## src/rtl/otter_iobus_timer.sv

```systemverilog
// otter_iobus_timer: IOBUS timer/compare responder with prescaler, match/overflow status and level IRQ; define OTTER_TIMER_ONESHOT_EN for CTRL bit3 ONESHOT
module otter_iobus_timer #(
  parameter logic [31:0] BASE_ADDR = 32'h1100_0100
) (
  input  logic        CLK,
  input  logic        RESET,
  input  logic [31:0] IOBUS_ADDR,
  input  logic [31:0] IOBUS_OUT,
  input  logic        IOBUS_WR,
  output logic [31:0] IOBUS_IN,
  output logic        TMR_INTR
);
  logic        hit, wr_ctrl, wr_count, wr_cmp, wr_stat;
  logic        tick, match, ovf_set;
  logic        en_q, en_d, ar_q, ar_d, ie_q, ie_d, os_q, os_d;
  logic        mp_q, mp_d, ovf_q, ovf_d;
  logic [7:0]  ps_q, ps_d, pcnt_q, pcnt_d;
  logic [31:0] count_q, count_d, cmp_q, cmp_d, ctrl_rd;
  assign hit      = IOBUS_ADDR[31:4] == BASE_ADDR[31:4];
  assign wr_ctrl  = IOBUS_WR && hit && IOBUS_ADDR[3:2] == 2'd0;
  assign wr_count = IOBUS_WR && hit && IOBUS_ADDR[3:2] == 2'd1;
  assign wr_cmp   = IOBUS_WR && hit && IOBUS_ADDR[3:2] == 2'd2;
  assign wr_stat  = IOBUS_WR && hit && IOBUS_ADDR[3:2] == 2'd3;
  assign ctrl_rd  = {16'd0, ps_q, 4'd0, os_q, ie_q, ar_q, en_q};
  assign TMR_INTR = mp_q & ie_q;
  // zero-latency read mux; misses return 0 so responders can be OR-combined
  always_comb begin
    IOBUS_IN = !hit ? 32'd0 :
               IOBUS_ADDR[3:2] == 2'd0 ? ctrl_rd :
               IOBUS_ADDR[3:2] == 2'd1 ? count_q :
               IOBUS_ADDR[3:2] == 2'd2 ? cmp_q : {30'd0, ovf_q, mp_q};
  end
  // prescaler tick, compare match, and next state; bus writes beat counting, match set beats W1C
  always_comb begin
    tick    = en_q && pcnt_q == ps_q;
    match   = tick && count_q == cmp_q;
    ovf_set = tick && !wr_count && !(match && ar_q) && &count_q;
    pcnt_d  = (!en_q || tick || wr_count) ? 8'd0 : pcnt_q + 8'd1;
    count_d = wr_count ? IOBUS_OUT : (match && ar_q) ? 32'd0 : tick ? count_q + 32'd1 : count_q;
    cmp_d   = wr_cmp ? IOBUS_OUT : cmp_q;
    en_d    = wr_ctrl ? IOBUS_OUT[0] : (os_q && match) ? 1'b0 : en_q;
    ar_d    = wr_ctrl ? IOBUS_OUT[1] : ar_q;
    ie_d    = wr_ctrl ? IOBUS_OUT[2] : ie_q;
    ps_d    = wr_ctrl ? IOBUS_OUT[15:8] : ps_q;
`ifdef OTTER_TIMER_ONESHOT_EN
    os_d    = wr_ctrl ? IOBUS_OUT[3] : os_q;
`else
    os_d    = 1'b0;
`endif
    mp_d    = match | (mp_q & ~(wr_stat & IOBUS_OUT[0]));
    ovf_d   = ovf_set | (ovf_q & ~(wr_stat & IOBUS_OUT[1]));
  end
  // state registers; reset wins over any bus write in the same cycle
  always_ff @(posedge CLK) begin
    if (RESET) begin
      en_q    <= 1'b0;
      ar_q    <= 1'b0;
      ie_q    <= 1'b0;
      os_q    <= 1'b0;
      ps_q    <= 8'd0;
      pcnt_q  <= 8'd0;
      count_q <= 32'd0;
      cmp_q   <= 32'hFFFF_FFFF;
      mp_q    <= 1'b0;
      ovf_q   <= 1'b0;
    end else begin
      en_q    <= en_d;
      ar_q    <= ar_d;
      ie_q    <= ie_d;
      os_q    <= os_d;
      ps_q    <= ps_d;
      pcnt_q  <= pcnt_d;
      count_q <= count_d;
      cmp_q   <= cmp_d;
      mp_q    <= mp_d;
      ovf_q   <= ovf_d;
    end
  end
endmodule
```

## config.mk

```make
export PLATFORM = sky130hd
export DESIGN_NAME = otter_iobus_timer
export DESIGN_NICKNAME = d
export VERILOG_FILES = /design/src/rtl/otter_iobus_timer.sv
export SDC_FILE = /design/constraint.sdc
export NUM_CORES = 1
export LEC_CHECK = 0
export CAP_MARGIN = 25
export CELL_PAD_IN_SITES_DETAIL_PLACEMENT = 2
export CELL_PAD_IN_SITES_GLOBAL_PLACEMENT = 2
export CORE_UTILIZATION = 33
export DETAILED_ROUTE_END_ITERATION = 7
export PLACE_DENSITY_LB_ADDON = 0.1
export SLEW_MARGIN = 30
export SYNTH_ARGS = -nofsm -noshare
export SYNTH_HDL_FRONTEND = slang
export SYNTH_SLANG_ARGS = --single-unit
```

## constraint.sdc

```tcl
create_clock -name CLK -period 5.2 [get_ports CLK]
set_input_delay 1.04 -clock CLK [delete_from_list [all_inputs] [get_ports CLK]]
set_output_delay 1.04 -clock CLK [all_outputs]
set_load 0.1 [all_outputs]
```

==> Flow_metrics.wiki <==
{| class="wikitable"
! Metric !! Value
|-
| RSZ-0062 raised after global routing || no
|-
| Height of the die || 128 um
|-
| Root Buffer || clkbuf_16
|-
| Slowest cell on crit path || or2_2
|-
| TritonCTS clock tree || built
|-
| Number of hold-repair buffers added at the cts stage || 0
|-
| Final-report setup violation count || 0
|-
| Post-layout util || 0.439
|-
| Die footprint || 16400 um2
|-
| Number of global-route vias before repair || 5850
|-
| Number of core rows || 45
|-
| Kind of end point of the critical path || output port
|-
| Synthesis-to-layout area growth || 28.5%
|-
| Global-route wire length before repair || 33200 um
|-
| Critical path, cell by cell || clkdlybuf4s50_1 -> nor4b_2 -> nand3_1 -> or2_2 -> nor2_1 -> buf_4
|-
| Via count || 5426
|-
| Floorplan core area || 15400 um2
|-
| HPWL reported at the end of detailed placement || 14900 um
|-
| Net count after synthesis || 727
|-
| Commonest register cell after synthesis || dfxtp_1
|-
| Fill cell instance count of the final layout || 1747
|-
| Critical Path Max Stage Delay || 0.64 ns
|-
| Avg Cell Area, Syn || 7.98 um2
|-
| HP Class || reg2reg
|-
| Worst-path clk slew || 0.06 ns
|-
| Post-layout instance count excluding filler cells || 945
|-
| Max cap viols || 0
|-
| Number of distinct standard cells referenced by the synthesized netlist || 58
|-
| Largest net degree at the start of global routing || 37
|-
| Mapped cell area || 5250 um2
|-
| Critical path data required time || 4.16 ns
|-
| Highest fanout seen on the critical path || 30
|-
| Post-layout power || 1.47 mW
|-
| Total clock buffers created by CTS || 9
|-
| Layout Skew || 0.00770 ns
|-
| Power per Cell Area || 218 nW/um2
|-
| Number of nets at the end of the flow || 797
|-
| Shortest clock period the worst path allows after layout || 4.34 ns
|-
| Final routed wire length divided by cell count || 22.8 um
|-
| Setup TNS || 0 ns
|-
| Total wire length after detailed routing || 21500 um
|-
| Average vias per placed instance || 5.74
|-
| Number of H-tree levels || 3
|-
| Number of input and output port buffers inserted || 97
|-
| Number of flops mapped to enable cells by yosys || 0
|-
| Routability Congestion || 0.836
|-
| Worst slew slack as a fraction of its limit || 0.359
|-
| Detailed router's first-iteration violation count || 296
|-
| Number of sinks handled by clock tree synthesis || 85
|-
| Signal arrival time at the worst endpoint || 3.30 ns
|-
| Initial standard-cell utilization of the core || 0.342
|-
| Count of antenna-violating nets left after detailed routing || 0
|-
| Remaining global-route overflow || 0
|-
| Number of cells in the design after placement || 928
|-
| Clock latency on the worst-skew pair || 0.35 ns
|-
| Resize count post-CTS || 0
|-
| Fraction of registers with async set or reset after synthesis || 0
|-
| Transition time at the pin with the least slew margin || 0.959 ns
|-
| Count of pins on the block boundary || 100
|-
| Worst-case clock buffer depth || 2
|-
| Share of post-route cells with drive strength above 1 || 0.132
|-
| Leak || 2.71 nW
|-
| Buffers inserted by post-CTS timing repair || 0
|-
| Critical path class || in2out
|-
| GRT Overall Usage || 0.271
|-
| Worst IR drop on VDD || 0.174 mV
|-
| Number of search-and-repair iterations in the first detailed-routing pass || 5
|-
| Fin. max-slew vios || 0
|-
| Startpoint kind of the worst setup timing path || primary input
|-
| Timing-limited maximum frequency || 230 MHz
|-
| Antenna violations before repair || 1
|-
| Number of remaining DRC errors || 0
|-
| Warning count from the yosys run || 0
|-
| Number of hold violations in the final report || 0
|-
| Share of the yosys chip area belonging to registers || 0.324
|-
| Period utilisation layout || 0.835
|-
| Result of the run || completed
|-
| Number of synthesized register bits || 85
|-
| Number of standard cells after synthesis || 658
|-
| Horizontal die dimension || 128 um
|}
[state kept, by name, indices dropped and copies added, names as in the netlist]
register  flops
en_q          1
ar_q          1
cmp_q        32
ps_q          8
ie_q          1
pcnt_q        8
ovf_q         1
mp_q          1
count_q      32
[metal layers]
layer,vias to the layer above,global-route usage,share of wire
met1,2754,0.327,0.43
li1,2479,-,-
met2,148,0.482,0.50
met4,0,0.118,0.028
met3,45,0.0363,0.041
met5,-,0,0
[cell usage in the layout, fill, tap and decap left out, types with 9 or more instances in the layout]
cell             instances
dfxtp_1                 85
clkdlybuf4s50_1         65
o21ai_0                 12
clkbuf_16                9
nand4_1                 20
nand3_1                 55
buf_4                   32
a21oi_1                 18
a31oi_1                 12
buf_12                  17
nor2_1                  80
a22oi_1                 25
and3_1                  21
nand2_1                 91
xnor2_1                 33
mux2i_1                 20
inv_1                   11
xor2_1                  19
[kinds of logic (layout without fill, tap and decap cells)]
| family | after synthesis | in the layout | synth area share |
|---|---|---|---|
| adders and majority gates | 2 | 2 | 0.00476 |
| muxes | 22 | 22 | 0.0467 |
| xor gates and xnor gates | 56 | 56 | 0.101 |
| DFF | 85 | 85 | 0.324 |
| AOI/OAI and AO/OA | 111 | 111 | 0.148 |
| and+or+nand+nor | 315 | 315 | 0.306 |
| other | 0 | 1 | 0 |
| buffers and inverters | 67 | 142 | 0.0693 |
[worst max-delay path: cells and delay by family]
kind	cells	cell delay, ns
simple gates	4	1.51
buf+inv	2	0.75
[path summary, 6_finish.rpt]
kind | startpoint | end | slack [ns] | cells after the start
worst max-delay path | IOBUS_ADDR[27] | IOBUS_IN[9] | 0.86 | 6
worst min-delay path | cmp_q[18]$_SDFFE_PP1P_ | cmp_q[18]$_SDFFE_PP1P_ | 0.51 | 2
worst min register to register | cmp_q[18]$_SDFFE_PP1P_ | cmp_q[18]$_SDFFE_PP1P_ | 0.51 | 2
worst max register to register | count_q[10]$_SDFFE_PP0P_ | count_q[11]$_SDFFE_PP0P_ | 2.05 | 6
[cell type report]
class,count,area (um2),share of cell area
inverters,12,45.0,0.00667
clock buffers,11,253,0.0374
multi-input cells,506,3190,0.473
clock inverters,5,58.8,0.00871
flip-flops and latches,85,1700,0.252
diodes,1,2.50,0.000371
repair buffers,114,1230,0.182
well taps,211,264,0.0391
[power breakdown]
| part | leakage, nW | internal [mW] | total (mW) | switching, mW |
|---|---|---|---|---|
| clock | 0.148 | 0.399 | 0.698 | 0.299 |
| sequential | 0.686 | 0.650 | 0.650 | 0.000000170 |
| combinational | 1.88 | 0.0607 | 0.122 | 0.0612 |
| total | 2.71 | 1.11 | 1.47 | 0.360 |
[metrics by stage]
stage	area [um2]	worst slack (ns)	hold WS, ns
3_5_place_dp	6440	0.857	0.497
6_report	6750	0.860	0.509
3_3_place_gp	6440	0.961	0.482
2_1_floorplan	5250	0.810	0.459
4_1_cts	6750	0.845	0.506
5_1_grt	6750	0.732	0.531
[synthesized netlist by cell type, types with 3 or more instances]
cell type,instances,share of area
a21oi_1,18,0.017
a221o_1,3,0.0057
a22oi_1,25,0.036
a31oi_1,12,0.014
a32oi_1,8,0.013
and2_1,8,0.0095
and3_1,21,0.025
and4_1,4,0.0067
buf_2,15,0.014
buf_6,11,0.024
clkbuf_1,27,0.019
dfxtp_1,85,0.32
inv_1,11,0.0079
mux2i_1,20,0.038
nand2_1,91,0.065
nand3_1,55,0.052
nand4_1,20,0.024
nand4_2,3,0.0071
nor2_1,80,0.057
nor3_1,6,0.0057
nor4_1,4,0.0048
nor4_2,5,0.012
nor4b_2,3,0.0086
o211ai_1,3,0.0043
o21ai_0,12,0.011
o22ai_1,8,0.0095
o311ai_0,4,0.0067
xnor2_1,33,0.055
xnor2_2,3,0.0093
xor2_1,19,0.032
No activity file was read; power rests on OpenSTA's default activity.
